## src/rtl/vga_timing_gen_pkg.sv

```systemverilog
`default_nettype none
// ============================================================================
// Module      : vga_pkg
// Description : Shared types, default 800x600@60 timing and the phase decode
//               used by the VGA timing generator.
// Revision    : 1.0 - initial release
// ============================================================================
package vga_pkg;

    typedef enum logic [1:0] {
        ACTIVE = 2'd0,
        FRONT  = 2'd1,
        SYNC   = 2'd2,
        BACK   = 2'd3
    } vga_phase_t;

    typedef logic [10:0] vga_cnt_t;

    localparam int c_H_ACTIVE  = 800;
    localparam int c_H_FP      = 40;
    localparam int c_H_SYNC    = 128;
    localparam int c_H_BP      = 88;
    localparam int c_V_ACTIVE  = 600;
    localparam int c_V_FP      = 1;
    localparam int c_V_SYNC    = 4;
    localparam int c_V_BP      = 23;
    localparam int c_CNT_RANGE = 2048;

    // Region lookup by position; a zero-length region is simply never selected.
    function automatic vga_phase_t phase_of(input vga_cnt_t cnt, input int active_len,
                                            input int fp_len, input int sync_len);
        int c;
        c = int'(cnt);
        if (c < active_len)
            return ACTIVE;
        else if (c < active_len + fp_len)
            return FRONT;
        else if (c < active_len + fp_len + sync_len)
            return SYNC;
        else
            return BACK;
    endfunction

endpackage
`default_nettype wire

```

## src/rtl/vga_timing_gen_axis_cnt.sv

```systemverilog
`default_nettype none
// ============================================================================
// Module      : vga_axis_cnt
// Description : One timing axis: wrapping position counter plus its
//               ACTIVE/FRONT/SYNC/BACK phase register.
// Revision    : 1.0 - initial release
// ============================================================================
module vga_axis_cnt
    import vga_pkg::*;
#(
    parameter int ACTIVE_LEN = c_H_ACTIVE,
    parameter int FP_LEN     = c_H_FP,
    parameter int SYNC_LEN   = c_H_SYNC,
    parameter int BP_LEN     = c_H_BP
) (
    input  logic       clk,
    input  logic       rst_n,
    input  logic       step,
    output vga_cnt_t   cnt,
    output vga_phase_t phase_nxt,
    output logic       wrap
);

    localparam int       TOTAL  = ACTIVE_LEN + FP_LEN + SYNC_LEN + BP_LEN;
    localparam vga_cnt_t c_LAST = vga_cnt_t'(TOTAL - 1);

    if (TOTAL > c_CNT_RANGE) begin : g_total_check
        $error("vga_axis_cnt: axis total %0d exceeds the 11-bit counter range", TOTAL);
    end

    vga_cnt_t   r_cnt;
    vga_phase_t r_phase;
    vga_cnt_t   w_cnt_nxt;
    logic       w_last;

    assign w_last = (r_cnt == c_LAST);
    assign wrap   = step & w_last;

    always_comb begin
        w_cnt_nxt = r_cnt;
        if (step)
            w_cnt_nxt = w_last ? '0 : r_cnt + 11'd1;
    end

    // Next phase follows the next position so the phase never lags the count.
    assign phase_nxt = step ? phase_of(w_cnt_nxt, ACTIVE_LEN, FP_LEN, SYNC_LEN) : r_phase;

    always_ff @(posedge clk or negedge rst_n) begin
        if (!rst_n) begin
            r_cnt   <= '0;
            r_phase <= phase_of('0, ACTIVE_LEN, FP_LEN, SYNC_LEN);
        end else begin
            r_cnt   <= w_cnt_nxt;
            r_phase <= phase_nxt;
        end
    end

    assign cnt = r_cnt;

endmodule
`default_nettype wire

```

## src/rtl/vga_timing_gen.sv

```systemverilog
`default_nettype none
// ============================================================================
// Module      : vga_timing_gen
// Description : VGA raster timing source: counters, sync, blanking, frame
//               start strobe and completed-frame counter.
// Revision    : 1.0 - initial release
// ============================================================================
module vga_timing_gen
    import vga_pkg::*;
#(
    parameter int   H_ACTIVE = c_H_ACTIVE,
    parameter int   H_FP     = c_H_FP,
    parameter int   H_SYNC   = c_H_SYNC,
    parameter int   H_BP     = c_H_BP,
    parameter int   V_ACTIVE = c_V_ACTIVE,
    parameter int   V_FP     = c_V_FP,
    parameter int   V_SYNC   = c_V_SYNC,
    parameter int   V_BP     = c_V_BP,
    parameter logic SYNC_POL = 1'b1
) (
    input  logic        clk,
    input  logic        rst_n,
    input  logic        en,
    output logic [10:0] hcount,
    output logic [10:0] vcount,
    output logic        hsync,
    output logic        vsync,
    output logic        hblnk,
    output logic        vblnk,
    output logic        frame_start,
    output logic [15:0] frame_cnt
);

    vga_phase_t  w_h_phase_nxt;
    vga_phase_t  w_v_phase_nxt;
    logic        w_h_wrap;
    logic        w_v_wrap;

    logic        r_hsync;
    logic        r_vsync;
    logic        r_hblnk;
    logic        r_vblnk;
    logic        r_frame_start;
    logic [15:0] r_frame_cnt;

    vga_axis_cnt #(
        .ACTIVE_LEN (H_ACTIVE),
        .FP_LEN     (H_FP),
        .SYNC_LEN   (H_SYNC),
        .BP_LEN     (H_BP)
    ) u_h_axis (
        .clk       (clk),
        .rst_n     (rst_n),
        .step      (en),
        .cnt       (hcount),
        .phase_nxt (w_h_phase_nxt),
        .wrap      (w_h_wrap)
    );

    vga_axis_cnt #(
        .ACTIVE_LEN (V_ACTIVE),
        .FP_LEN     (V_FP),
        .SYNC_LEN   (V_SYNC),
        .BP_LEN     (V_BP)
    ) u_v_axis (
        .clk       (clk),
        .rst_n     (rst_n),
        .step      (en & w_h_wrap),
        .cnt       (vcount),
        .phase_nxt (w_v_phase_nxt),
        .wrap      (w_v_wrap)
    );

    // A vertical wrap only happens on a horizontal wrap, so it marks the frame edge.
    always_ff @(posedge clk or negedge rst_n) begin
        if (!rst_n) begin
            r_hsync       <= ~SYNC_POL;
            r_vsync       <= ~SYNC_POL;
            r_hblnk       <= 1'b0;
            r_vblnk       <= 1'b0;
            r_frame_start <= 1'b0;
            r_frame_cnt   <= 16'd0;
        end else begin
            r_hsync       <= (w_h_phase_nxt == SYNC) ? SYNC_POL : ~SYNC_POL;
            r_vsync       <= (w_v_phase_nxt == SYNC) ? SYNC_POL : ~SYNC_POL;
            r_hblnk       <= (w_h_phase_nxt != ACTIVE);
            r_vblnk       <= (w_v_phase_nxt != ACTIVE);
            r_frame_start <= w_v_wrap;
            if (w_v_wrap)
                r_frame_cnt <= r_frame_cnt + 16'd1;
        end
    end

    assign hsync       = r_hsync;
    assign vsync       = r_vsync;
    assign hblnk       = r_hblnk;
    assign vblnk       = r_vblnk;
    assign frame_start = r_frame_start;
    assign frame_cnt   = r_frame_cnt;

endmodule
`default_nettype wire
```

## config.mk

```make
export PLATFORM = sky130hd
export DESIGN_NAME = vga_timing_gen
export DESIGN_NICKNAME = d
export VERILOG_FILES = /design/src/rtl/vga_timing_gen_pkg.sv /design/src/rtl/vga_timing_gen_axis_cnt.sv /design/src/rtl/vga_timing_gen.sv
export SDC_FILE = /design/constraint.sdc
export NUM_CORES = 1
export LEC_CHECK = 0
export ABC_AREA = 1
export CORE_MARGIN = 2
export CORE_UTILIZATION = 54
export CTS_CLUSTER_SIZE = 14
export DETAILED_ROUTE_END_ITERATION = 7
export PLACE_DENSITY = 0.78
export SLEW_MARGIN = 25
export SYNTH_ARGS = -nofsm -noshare
export SYNTH_HDL_FRONTEND = slang
export SYNTH_HIERARCHICAL = 1
export SYNTH_SLANG_ARGS = --single-unit
export TNS_END_PERCENT = 5
```

## constraint.sdc

```tcl
create_clock -name clk -period 2.64 [get_ports clk]
set_input_delay 0.792 -clock clk [delete_from_list [all_inputs] [get_ports clk]]
set_output_delay 0.792 -clock clk [all_outputs]
set_load 0.005 [all_outputs]
```

======== Word-level counts from Yosys, hierarchy flattened ========
Cells that the tools add are included.
operators by class
  $lt $le $gt $ge ......................... 6
  equality and inequality tests ........... 4
  bitwise gates (word level) .............. 3
  reductions and logical operators ........ 2
  multiplexer cells ....................... 14
  $add $sub $neg .......................... 3
operator list
  operator                                                      count
  less-than comparator 11 x 10 -> 1 bit, second input constant  6
  2-to-1 mux 11 bit                                             4
  adder 11 x 1 -> 11 bit, second input constant                 2
  adder 16 x 1 -> 16 bit, second input constant                 1
  2-to-1 mux 2 bit                                              6
  equality test 11 x 10 -> 1 bit, second input constant         1
  equality test 11 bit, second input constant                   1
  equality test 2 bit, second input constant                    2
  2-to-1 mux 1 bit                                              4
  nonzero test 2 bit                                            2
  bitwise AND 1 bit                                             3
word-level totals
  flip-flop bits (word level) ............. 47
  output and inout port bits .............. 43
  logic and storage cells ................. 42

======== Logic depth before layout (Yosys ltp) ========
Gate-level depths: netlist of run 1.
  word-level depth ........................ 11
  depth in mapped cells ................... 20
  gate-level depth less buffers ........... 19

======== Cells and area by module ========
Netlist of run 1, hierarchy kept.
modules (own cells, without submodules)
  module                   cells each  times used  area an instance (um2)  seq. area each (um2)
  vga_timing_gen           127         1           1042.2                  525.5
  vga_axis_cnt (u_h_axis)  132         1           932.1                   325.3
  vga_axis_cnt (u_v_axis)  124         1           862.1                   325.3

======== Worst setup path after synthesis of run 1 ========
OpenSTA, ideal clock, no wires.
  path type ............................... input to register
  from .................................... in en
  to ...................................... reg r_vblnk, in the netlist vblnk
  path slack .............................. 0.104 ns
  cell stages on the path ................. 16
  arrival time ............................ 2.409 ns
  library setup time ...................... 0.127 ns
  cells stage by stage .................... buf_4 > nand3_2 > nor2_2 > nand2_1 > inv_1 > buf_6 > nand2_2 > nor2_2 > nand3_1 > nand2_1 > nor2_2 > nand2_1 > nand2_1 > a21oi_2 > a21oi_1 > or2_2
between the ends
  elaborated cells between the ends (all ways) .. 11
  those cells by class .................... 3 x order compare; 5 x mux; 2 x bitwise; 1 x reduce/logical
RTL lines
  what                                   line                           text
  start: declaration                     vga_timing_gen.sv:23           input logic en,
  bitwise AND 1 bit (*)                  vga_timing_gen_axis_cnt.sv:37  assign wrap = step & w_last;
  named net w_h_wrap                     vga_timing_gen.sv:36           logic w_h_wrap;
  bitwise AND 1 bit (*)                  vga_timing_gen.sv:68           .step (en & w_h_wrap),
  2-to-1 mux 11 bit (*)                  vga_timing_gen_axis_cnt.sv:41  if (step)
  named net u_v_axis.w_cnt_nxt[6]        vga_timing_gen_axis_cnt.sv:33  vga_cnt_t w_cnt_nxt;
  less-than comparator 11 x 10 -> 1 bit  vga_timing_gen_pkg.sv:36       else if (c < active_len + fp_len)
  2-to-1 mux 2 bit                       vga_timing_gen_pkg.sv:36
  2-to-1 mux 2 bit (*)                   vga_timing_gen_pkg.sv:34       if (c < active_len)
  2-to-1 mux 2 bit (*)                   vga_timing_gen_axis_cnt.sv:46  assign phase_nxt = step ? phase_of(w_cnt_nxt, ACTIVE_LEN, FP_LEN, SYNC_LEN) : r_phase;
  named net w_v_phase_nxt[1]             vga_timing_gen.sv:35           vga_phase_t w_v_phase_nxt;
  nonzero test 2 bit (*)                 vga_timing_gen.sv:87           r_vblnk <= (w_v_phase_nxt != ACTIVE);
  end signal: assignment                 vga_timing_gen.sv:87
  end: declaration                       vga_timing_gen.sv:42           logic r_vblnk;
The timed path passes the listed nets; every way through them passes the cells marked *.
A chain may end at the register's enable or synchronous reset.

======== Worst setup path in the final report of run 1 ========
Ends and elaborated chain as after synthesis.

==> results of run 1 <==
## cells by family after synthesis
group                      after synthesis  synth area share
AOI/OAI and AO/OA                       15            0.0309
xor gates and xnor gates                10            0.0309
adders and majority gates                3            0.0132
buffers and inverters                   70            0.0988
DFF                                     47             0.415
and+or+nand+nor                        238             0.412
## layout make-up
class	instances	area [um^2]
multi-input cells	266	1440
well taps	70	87.6
clock inverters	2	37.5
fillers	385	1260
inverters	67	254
clock buffers	5	68.8
flip-flops and latches	47	1180
repair buffers	86	752
## synth_stat cells, drive strengths merged
cell	count	area, um^2
o21ai	6	30.0
nor4	1	6.26
nor2	54	284
nand3	47	275
ha	3	37.5
buf	3	26.3
xor2	7	61.3
dfrtp	47	1180
o21bai	1	7.51
or2	3	18.8
nand4	8	50.1
a21boi	1	7.51
nand3b	2	18.8
nor3	2	32.5
nand2	121	482
xnor2	3	26.3
a21oi	7	42.5
inv	67	254
## tightest hold or removal path: stages, from the launching register on
cell	delay, ns
dfrtp_1	0.37
nand2_1	0.06
nand2_1	0.05
## stage by stage
step                worst slack, ns  hold WS, ns
finish                       0.0795        0.496
global route               -0.00457        0.543
CTS                          0.0836        0.502
detailed placement           -0.494        0.482
floorplan                     0.104        0.457
global placement             -0.473        0.475
## path summary, 6_finish.rpt
path	start	to	slack [ns]	cells past startpoint
max	en	vblnk	0.08	16
min	frame_cnt[15]	frame_cnt[15]	0.50	2
max reg2reg	u_h_axis/cnt[1]	vblnk	0.12	18
min reg2reg	frame_cnt[15]	frame_cnt[15]	0.50	2
max in group asynchronous	rst_n	frame_cnt[11]	1.68	2
min in group asynchronous	rst_n	u_v_axis/cnt[1]	0.57	2
## sequential cells by signal, summed over array words and instances (netlist names)
signal            flops
u_h_axis/cnt         11
frame_start           1
vblnk                 1
frame_cnt            16
hsync                 1
u_v_axis/cnt         11
hblnk                 1
u_v_axis/r_phase      2
u_h_axis/r_phase      2
vsync                 1
## power breakdown
| part | switching, W | total [W] | internal [W] |
|---|---|---|---|
| Sequential | 0.0000793 | 0.000872 | 0.000793 |
| Clock | 0.000236 | 0.000513 | 0.000277 |
| Combinational | 0.000354 | 0.000686 | 0.000332 |
| Total | 0.000669 | 0.00207 | 0.00140 |
## per-layer routing
layer,vias to the layer above,share of wire
met5,-,0
met4,0,0.017
met3,11,0.043
met2,81,0.51
met1,1275,0.43
li1,1358,-
## timing repair
item | 4_1_cts | 5_1_grt
buffers inserted | 8 | 2
setup endpoints to repair | 19 | 10
cloned | 0 | 0
pin swaps | 3 | 4
resized for setup | 7 | 10
==> results.txt, run 1 <==
The run finished with clean final reports. The number of global-route vias before repair came out at 2,627. The final max-slew violation count came to 0. The die height is 76.5 um.

The post-route fraction of the period consumed by the critical path came out at 0.970. The TritonCTS clock tree is built. The non-filler instance count after layout is 543.

The total vias in the final route is 2,725. The master of the slowest instance on the critical path is or2_2. The tightest slew margin relative to the limit came out at 0.618.

The setup clock skew after layout came out at 0.00532 ns. The cell class contributing the biggest share of worst-path delay is simple AND/OR/NAND/NOR gates. The fraction of the core area covered by cells at the end of the flow came out at 0.751. The number of setup violations in the final report is 0. The weighted congestion at the end of routability-driven global placement is 0.924. The static power due to leakage came out at 1.98 nW. The commonest non-fill, non-tap cell in the layout is nand2_1.

The netlist area before placement is 2840 um^2. Measured along the x axis, the die boundary spans 76.5 um. Across every metal layer, demand over resource in global routing totals 0.243.

In the layout the commonest cells are nand2_1, inv_1, dfrtp_1. The cell count after synthesis came out at 383. Once placement finished, the instance area stood at 3580 um^2.

The worst setup path is of the primary input to register kind. The die area is 5850 um^2. STA classifies the critical path endpoint as a register. The maximum number of pins on one net before global-route repair came out at 48. The most numerous cell type found on the critical path is nand2_1. Clock tree synthesis found a total of 47 sinks.

The final antenna diode count is 0. The global routing usage on met2 is 0.419. The Yosys step of the flow raised 6 warnings.

The number of ports placed on the die boundary is 46. The post-DP HPWL came out at 4790 um. The latest clock arrival within the worst-skew pair came out at 0.30 ns. The initial antenna violation count came out at 0.

Of the cells placed in the final design, the portion with a size suffix greater than 1 is 0.233. The register bit count reported by yosys came out at 47. The detail-routed net length per standard cell is 12.3 um. The detailed-route DRC error count came out at 0.

Summed over all layers, the routed wires come to 6680 um. In this run, post-CTS hold repair placed 0 buffers. The area of the core region is 5070 um^2. The arrival time at the worst endpoint came out at 2.74 ns.

The met1 track utilization from global routing came out at 0.305. The number of buffers inserted by port buffering is 45. The number of standard-cell rows in the floorplan came out at 26. The maximum VDD drop came out at 408 uV. The effective utilization at floorplan is 0.559. The total power of the final layout is 0.00207 W. The DRC marker count from the first detailed-route iteration came out at 157. Walking the worst path, the cells encountered are dlygate4sd2_1 -> nand3_2 -> nor2_2 -> nand2_1 -> inv_2 -> buf_4 -> nand2_2 -> nor2_4 -> nand3_1 -> nand2_2 -> nor2_2 -> nand2_1 -> nand2_1 -> a21oi_2 -> a21oi_2 -> or2_2.

The final standard cell area without fillers is 3810 um^2. The layer flagged by global routing as most heavily used is met2. In the routed layout, each cell is associated on average with a via count of 5.02. The count of nets left with antenna violations once routing finished came out at 0. The slew at the pin closest to its max-slew limit is 0.573 ns.

The number of detailed-routing iterations run before antenna repair came out at 4. The number of library cell types mapped by synthesis came out at 30. The H-tree depth reported by CTS is 2. For this run, the top clock speed supported by timing is 0.391 GHz. The final period demand of the worst path came out at 2.56 ns. The first global-routing pass estimated 11,600 um of wire. The count of buffer and inverter cells on the critical path is 3. The final hold violation count came out at 0. The max capacitance violation total came out at 0.

The tree is rooted in a clkbuf_8. The count of placed standard cells including taps came out at 526. The met3 track demand over resource came out at 0.0450.

After routing, the total negative slack on setup checks comes to 0 ns. The cell area power density is 543 nW/um^2. After clock tree synthesis, the clock-pin slew on the worst setup and hold paths is 0.09 ns.

The post-synthesis sequential area ratio is 0.415. Dividing the synthesized area by the synthesized cell count gives 7.41 um^2. The worst setup path is launched from a primary input. The maximum net fanout on the critical path came out at 5.

The endpoint required time on the critical path came out at 2.82 ns. The worst hold path belongs to the class register to register. The post-synthesis net count is 389.

At the end of the flow, the number of nets in the layout was 479. The largest single stage delay on the critical path is 0.30 ns. The final global-route overflow total came out at 0. The number of clock buffers inserted by TritonCTS is 5. The maximum buffer depth of the clock tree is 2. The layout-stage area growth over the synthesis result is 34.4%.
Power figures use the tool's default switching activity.
==> run 2, diff against run 1 <==
REMOVE_ABC_BUFFERS = 1   (was not set)
==> run 2 against run 1 <==
Net effect:
- utilization shrank 0.47 points
- power down 0.29%
- critical endpoint is now vsync
- worst setup slack better by 0.029 ns
- register-to-register slack gained 0.02 ns
- hold slack got worse by 0.018 ns
- sequential power down 2.4%
- global-route usage about the same
- first-iteration DRC count rose by 28%
- routed wire length shrank 0.37%
- clock skew up 0.00051 ns
==> results.txt, run 2 (synthesized netlist as in run 1, its figures left out) <==
The flow ran to the end, and the final reports show no timing, DRC or antenna violations. The sort of element at the end of the critical path is a register. The floorplan step set the die height to 76.5 um. Post-CTS timing repair inserted 0 buffers for setup. The detail-routed net length per standard cell came out at 12.2 um.

The area of the core region came out at 5070 um^2. The maximum buffer depth of the clock tree came out at 2. The library cell used most frequently in the layout, excluding fill and tap cells, is nand2_1. In the global route stage, met3 resource usage came out at 0.0427. The initial utilization of the core area, before any placement, comes to 0.559. The final antenna diode count came out at 0. TritonCTS built the clock tree. For met1 alone, demand over resource in global routing was 0.323.

The total global routing track utilization is 0.243. The latest clock arrival within the worst-skew pair came out at 0.29 ns. Global routing finished with a remaining overflow of 0. The detailed-route DRC error count is 0. The cell depth of the worst flop-to-flop path came out at 18.

The final hold violation count is 0. Internal power comes to 0.00138 W. Setup repair after global routing could not meet its margin everywhere.

The placed instances occupy a cell area of 3650 um^2. The final standard cell area without fillers is 3790 um^2. After the last flow step, the layout net total stands at 479.

The count of clock tree sinks came out at 47. The die is 76.5 um wide. The CTS clock-pin slew for the worst setup and hold paths came out at 0.08 ns. The critical path goes through clkdlybuf4s15_1 -> nand3_2 -> nor2_2 -> nand2_1 -> inv_2 -> buf_4 -> nand2_2 -> o21bai_1 -> nand2_1 -> a21oi_2 -> nand3_1 -> nor2_2 -> nand3_1 -> a21oi_1 -> buf_4 -> nor2_1. The fraction of final layout cells with drive strength greater than 1 came out at 0.224. The post-route antenna net violation count came out at 0. The worst-case IR drop observed on VDD is 498 uV.

The slowest stage of the critical path belongs to the cell clkdlybuf4s15_1. The total power of the final layout came out at 0.00207 W. The routed design has 6660 um of wire. The area growth from synthesis to layout is 33.6%. The class of the tightest hold or removal check is primary input to asynchronous set/reset pin. The slew at the pin closest to its max-slew limit came out at 0.541 ns. The maximum number of pins on one net before global-route repair came out at 26. The largest incremental delay on the critical path is 0.22 ns.

The via density per instance came out at 4.97. The H-tree generated during clock tree synthesis spans 2 levels. The most critical setup path has its startpoint at en. The initial antenna violation count came out at 0. For this run, global-route usage on met2 was measured as 0.415. In the finished design, the share of the clock period the worst path needs comes to 0.959. The die covers 5850 um^2.

In this run the count of I/O pins placed on the die edge is 46. The master cell of the clock root buffer is clkbuf_8. The global-route layer with the greatest usage is met2.

The startpoint identified for the worst register-to-register timing path is u_h_axis/cnt[6]. The number of detailed-routing iterations run before antenna repair is 5. Routability-driven placement finished with a final weighted congestion of 0.917. The final period demand of the worst path came out at 2.53 ns. STA classifies the critical path startpoint as a primary input.

The number of flip-flops under the largest register name came out at 16. The worst reg-to-reg setup slack is 0.14 ns. The capture point of the critical path is vsync.

Of the total power, the clock network draws 0.227. The tightest slew margin relative to the limit came out at 0.639. Port buffering added 45 buffers. The endpoint of the lowest-slack register-to-register path is vsync. Leaving out fill and tap cells, the most frequent cells in the layout are nand2_1, inv_1, dfrtp_1. For this block, the initial DRC count from the detailed router was 201. The total vias in the final route is 2,706. The max capacitance violation total is 0.

STA puts the critical path data arrival time at 2.72 ns. The first global-routing pass estimated 11,600 um of wire. The share of total power in combinational logic came out at 0.361. The critical path in this run is classified as primary input to register. The final max-slew violation count came out at 0. The cell area power density is 545 nW/um^2.

The switching power total came out at 0.000682 W. The number of global-route vias before repair came out at 2,624. The number of buffers inserted by hold repair at cts is 0. The number of clock buffers inserted by TritonCTS is 5. The portion of total power attributed to sequential cells came out at 0.412. The number of setup violations in the final report came out at 0. The highest clock rate is 0.395 GHz. Along the worst path, the maximum fanout reaches 5. The final hold slack is 0.477 ns. In this run the core area contains 26 standard-cell rows. The post-DP HPWL is 5100 um. Between clock sinks in the finished design, the worst skew comes to 0.00583 ns. The switching share of power is 0.330. The static power due to leakage is 1.98 nW. The endpoint required time on the critical path came out at 2.83 ns.
## run 2: layer usage
metal | part of all wire | wire [um]
met1 | 0.44 | 2950
met2 | 0.49 | 3280
met3 | 0.056 | 375
met4 | 0.0074 | 49
met5 | 0 | 0
## run 2: worst min path at each step
stage | startpoint | end | cells past startpoint
after global placement | frame_cnt[15] | frame_cnt[15] | 2
after floorplan | u_h_axis/r_phase[1] | u_h_axis/r_phase[1] | 2
after detailed placement | frame_cnt[15] | frame_cnt[15] | 2
after CTS | rst_n | frame_cnt[7] | 1
after global routing | rst_n | frame_cnt[7] | 1
final | rst_n | frame_cnt[12] | 1
## run 2: worst max-delay path: cells and delay by family
kind                   cells  cell delay, ns
AND/OR/NAND/NOR            9            0.83
buffers and inverters      4            0.60
AO/OA/AOI/OAI              3            0.49
## run 2: repair_timing
| action | 4_1_cts | 5_1_grt |
|---|---|---|
| resized for setup | 4 | 9 |
| endpoints found under the setup margin | 20 | 13 |
| pin swaps | 0 | 2 |
## run 2: cell type report
| class | count | area (um^2) |
|---|---|---|
| Timing Repair Buffer | 86 | 753 |
| Tap cell | 70 | 87.6 |
| Multi-Input combinational cell | 266 | 1420 |
| Inverter | 67 | 256 |
| Fill cell | 432 | 1290 |
| Clock buffer | 8 | 100 |
| Sequential cell | 47 | 1180 |
## run 2: stage by stage
step,setup WS [ns],std cells,utilization,TNS (ns)
floorplan,0.0112,380,-,0
global placement,-0.527,536,0.719,-9.33
detailed placement,-0.533,536,0.719,-9.40
CTS,0.111,544,0.740,0
global route,-0.0742,544,0.747,-0.132
finish,0.109,544,0.747,0
## run 2: power by group through the flow
stage | Clock (W) | Sequential [W] | Combinational, W
after CTS | 0.000485 | 0.000846 | 0.000735
final | 0.000469 | 0.000851 | 0.000746
after global placement | 0 | 0.000861 | 0.000721
after floorplan | 0 | 0.000903 | 0.000322
after global routing | 0.000522 | 0.000861 | 0.000825
after detailed placement | 0 | 0.000860 | 0.000727
==> run 3, diff against run 2 <==
CORE_MARGIN = 4   (was 2)
==> run 3 against run 2 <==
Net effect:
- sequential share of layout area shrank 0.45 points
- worst setup slack gained 0.010 ns
- register-to-register slack is essentially flat
- critical path depth grew 3
- final cell count grew 0.37%
- combinational power grew 8.0%
- count of clock-buffer cells in the layout shrank 1
- die area grew 11%
- utilization grew 0.77 points
- power grew 0.57%
- sequential power grew 0.7%
- via count grew 2.1%
- critical path type unchanged
==> results.txt, run 3 (synthesized netlist as in run 1, its figures left out) <==
The flow ran to the end, and the final reports show no timing, DRC or antenna violations. The layout-stage area growth over the synthesis result came out at 35.8%. The maximum net fanout on the critical path came out at 5. The total area inside the core boundary comes to 5110 um^2. The number of detailed-routing iterations run before antenna repair is 4. The total vias in the final route came out at 2,764.

The met3 track demand over resource is 0.0538. The CTS clock-pin slew for the worst setup and hold paths came out at 0.08 ns. The layout has 413 filler cells. STA classifies the critical path startpoint as a primary input. The static power due to leakage came out at 1.99 nW. The endpoint required time on the critical path came out at 2.86 ns.

The number of buffers inserted by hold repair at cts is 0. The total global routing track utilization came out at 0.245. The cell area power density came out at 539 nW/um^2. The area of the multi-input gates is 1450 um^2.

The post-route antenna net violation count came out at 0. The maximum number of pins on one net before global-route repair is 26. In the layout the commonest cells are nand2_1, inv_1, dfrtp_1. The initialized floorplan defines 26 standard-cell rows.

The standard cell area after detailed placement is 3640 um^2. After detailed routing, the average wire length per cell comes to 13.4 um. The detailed-route DRC error count came out at 0. After the last flow step, the layout net total stands at 481. The wire length of the first global-routing pass is 12,300 um. The met1 track utilization from global routing is 0.291. The total wire length is 7320 um. The worst pin sits at a relative slew slack of 0.612. The global routing usage on met2 is 0.425. The type of the setup path with the least slack is primary input to register. At the worst endpoint, the arrival time is 2.74 ns.

The initial antenna violation count is 0. The die is 80.5 um tall. The number of global-route vias before repair came out at 2,757. The global-route layer with the greatest usage is met2.

Max-cap violations in this run came to 0. The min-delay analysis places its worst path in the category primary input to asynchronous set/reset pin. The final standard cell area without fillers came out at 3850 um^2. Across the whole layout, storage elements account for 1180 um^2.

Routability-driven placement finished with a final weighted congestion of 0.973. The final hold violation count came out at 0. For this configuration, the core starts out at a cell density of 0.555.

The number of setup violations in the final report came out at 0. On the final layout, the worst clock skew is 0.00765 ns. The number of flip-flops under the largest register name is 16. The die is 80.5 um wide. The maximum VDD drop is 378 uV.

The master cell of the clock root buffer is clkbuf_8. Counting I/O delays and the setup requirement, the final critical path takes 2.52 ns. The via density per instance came out at 5.06. The final max-slew violation count is 0. The count of clock tree sinks came out at 47.

The worst setup path is captured at a register. The latest clock arrival within the worst-skew pair came out at 0.29 ns. The number of clock buffers inserted by TritonCTS is 5.

Detailed placement ended at an HPWL of 5460 um. The floorplan step defined a die boundary enclosing 6480 um^2. The total power of the final layout is 0.00208 W.

The TritonCTS clock tree is built. The commonest non-fill, non-tap cell in the layout is nand2_1. In the final layout, the share of cells above drive strength 1 is 0.246. The number of buffers inserted by port buffering is 45. The number of ports placed on the die boundary came out at 46.

The maximum buffer depth of the clock tree came out at 2. The H-tree depth reported by CTS came out at 2. The post-route fraction of the period consumed by the critical path came out at 0.955. The slew at the pin closest to its max-slew limit is 0.582 ns. The final antenna diode count is 0. The highest clock rate is 0.397 GHz.

The final global-route overflow total came out at 0. The summed negative setup slack over all endpoints is 0 ns. The DRC marker count from the first detailed-route iteration came out at 138.
run 3: area by class of cell:
cell class,instances,share of cell area
clock buffer,7,0.0198
clock inverter,1,0.00130
inverter,67,0.0666
multi-input combinational,266,0.377
sequential,47,0.306
tap,70,0.0227
timing repair buffer,88,0.207
run 3: metal layers:
| metal | vias up | wire length (um) |
|---|---|---|
| met5 | - | 0 |
| met4 | 0 | 178 |
| met3 | 16 | 382 |
| met2 | 86 | 3720 |
| met1 | 1299 | 3040 |
| li1 | 1363 | - |
run 3: repair_timing:
action / in CTS / in global routing
setup endpoints to repair: 18 / 12
pin swaps: 2 / 8
gates resized for setup: 7 / 20
buffers inserted: 1 / 6
run 3: through the flow:
stage	worst slack, ns	utilization	instances	hold WS (ns)
5_1_grt	-0.0693	0.754	546	0.512
3_5_place_dp	-0.514	0.712	531	0.488
6_report	0.119	0.754	546	0.485
4_1_cts	0.0498	0.733	540	0.501
3_3_place_gp	-0.459	0.712	531	0.468
2_1_floorplan	0.0112	-	380	0.457
run 3: path summary, 6_finish.rpt:
kind / slack [ns] / startpoint / depth (start not counted) / end
max reg2reg: 0.15 / u_h_axis/cnt[1] / 21 / vsync
max in group asynchronous: 1.61 / rst_n / 2 / u_h_axis/cnt[8]
min in group clk: 0.51 / frame_cnt[15] / 2 / frame_cnt[15]
max: 0.12 / en / 19 / vsync
min reg2reg: 0.51 / frame_cnt[15] / 2 / frame_cnt[15]
min: 0.48 / rst_n / 1 / u_v_axis/cnt[10]
run 3: report_power, final:
| part | switching (W) | total [W] | internal [W] |
|---|---|---|---|
| Combinational | 0.000421 | 0.000806 | 0.000385 |
| Clock | 0.000228 | 0.000414 | 0.000186 |
| Sequential | 0.0000618 | 0.000857 | 0.000795 |
| Total | 0.000711 | 0.00208 | 0.00137 |
run 3: worst max-delay path, stage by stage:
cell and delay, ns:
clkdlybuf4s15_1 0.22, nand3_2 0.12, nor2_2 0.12, nand2_1 0.07, inv_2 0.13, nand3_4 0.11, nor2_4 0.15, buf_4 0.13
nand2_1 0.06, nand2_2 0.09, nand2_2 0.07, inv_1 0.07, nor2_1 0.05, nand2_1 0.07, a21oi_2 0.07, a21oi_2 0.15
buf_4 0.13, inv_1 0.03, nor2_1 0.10
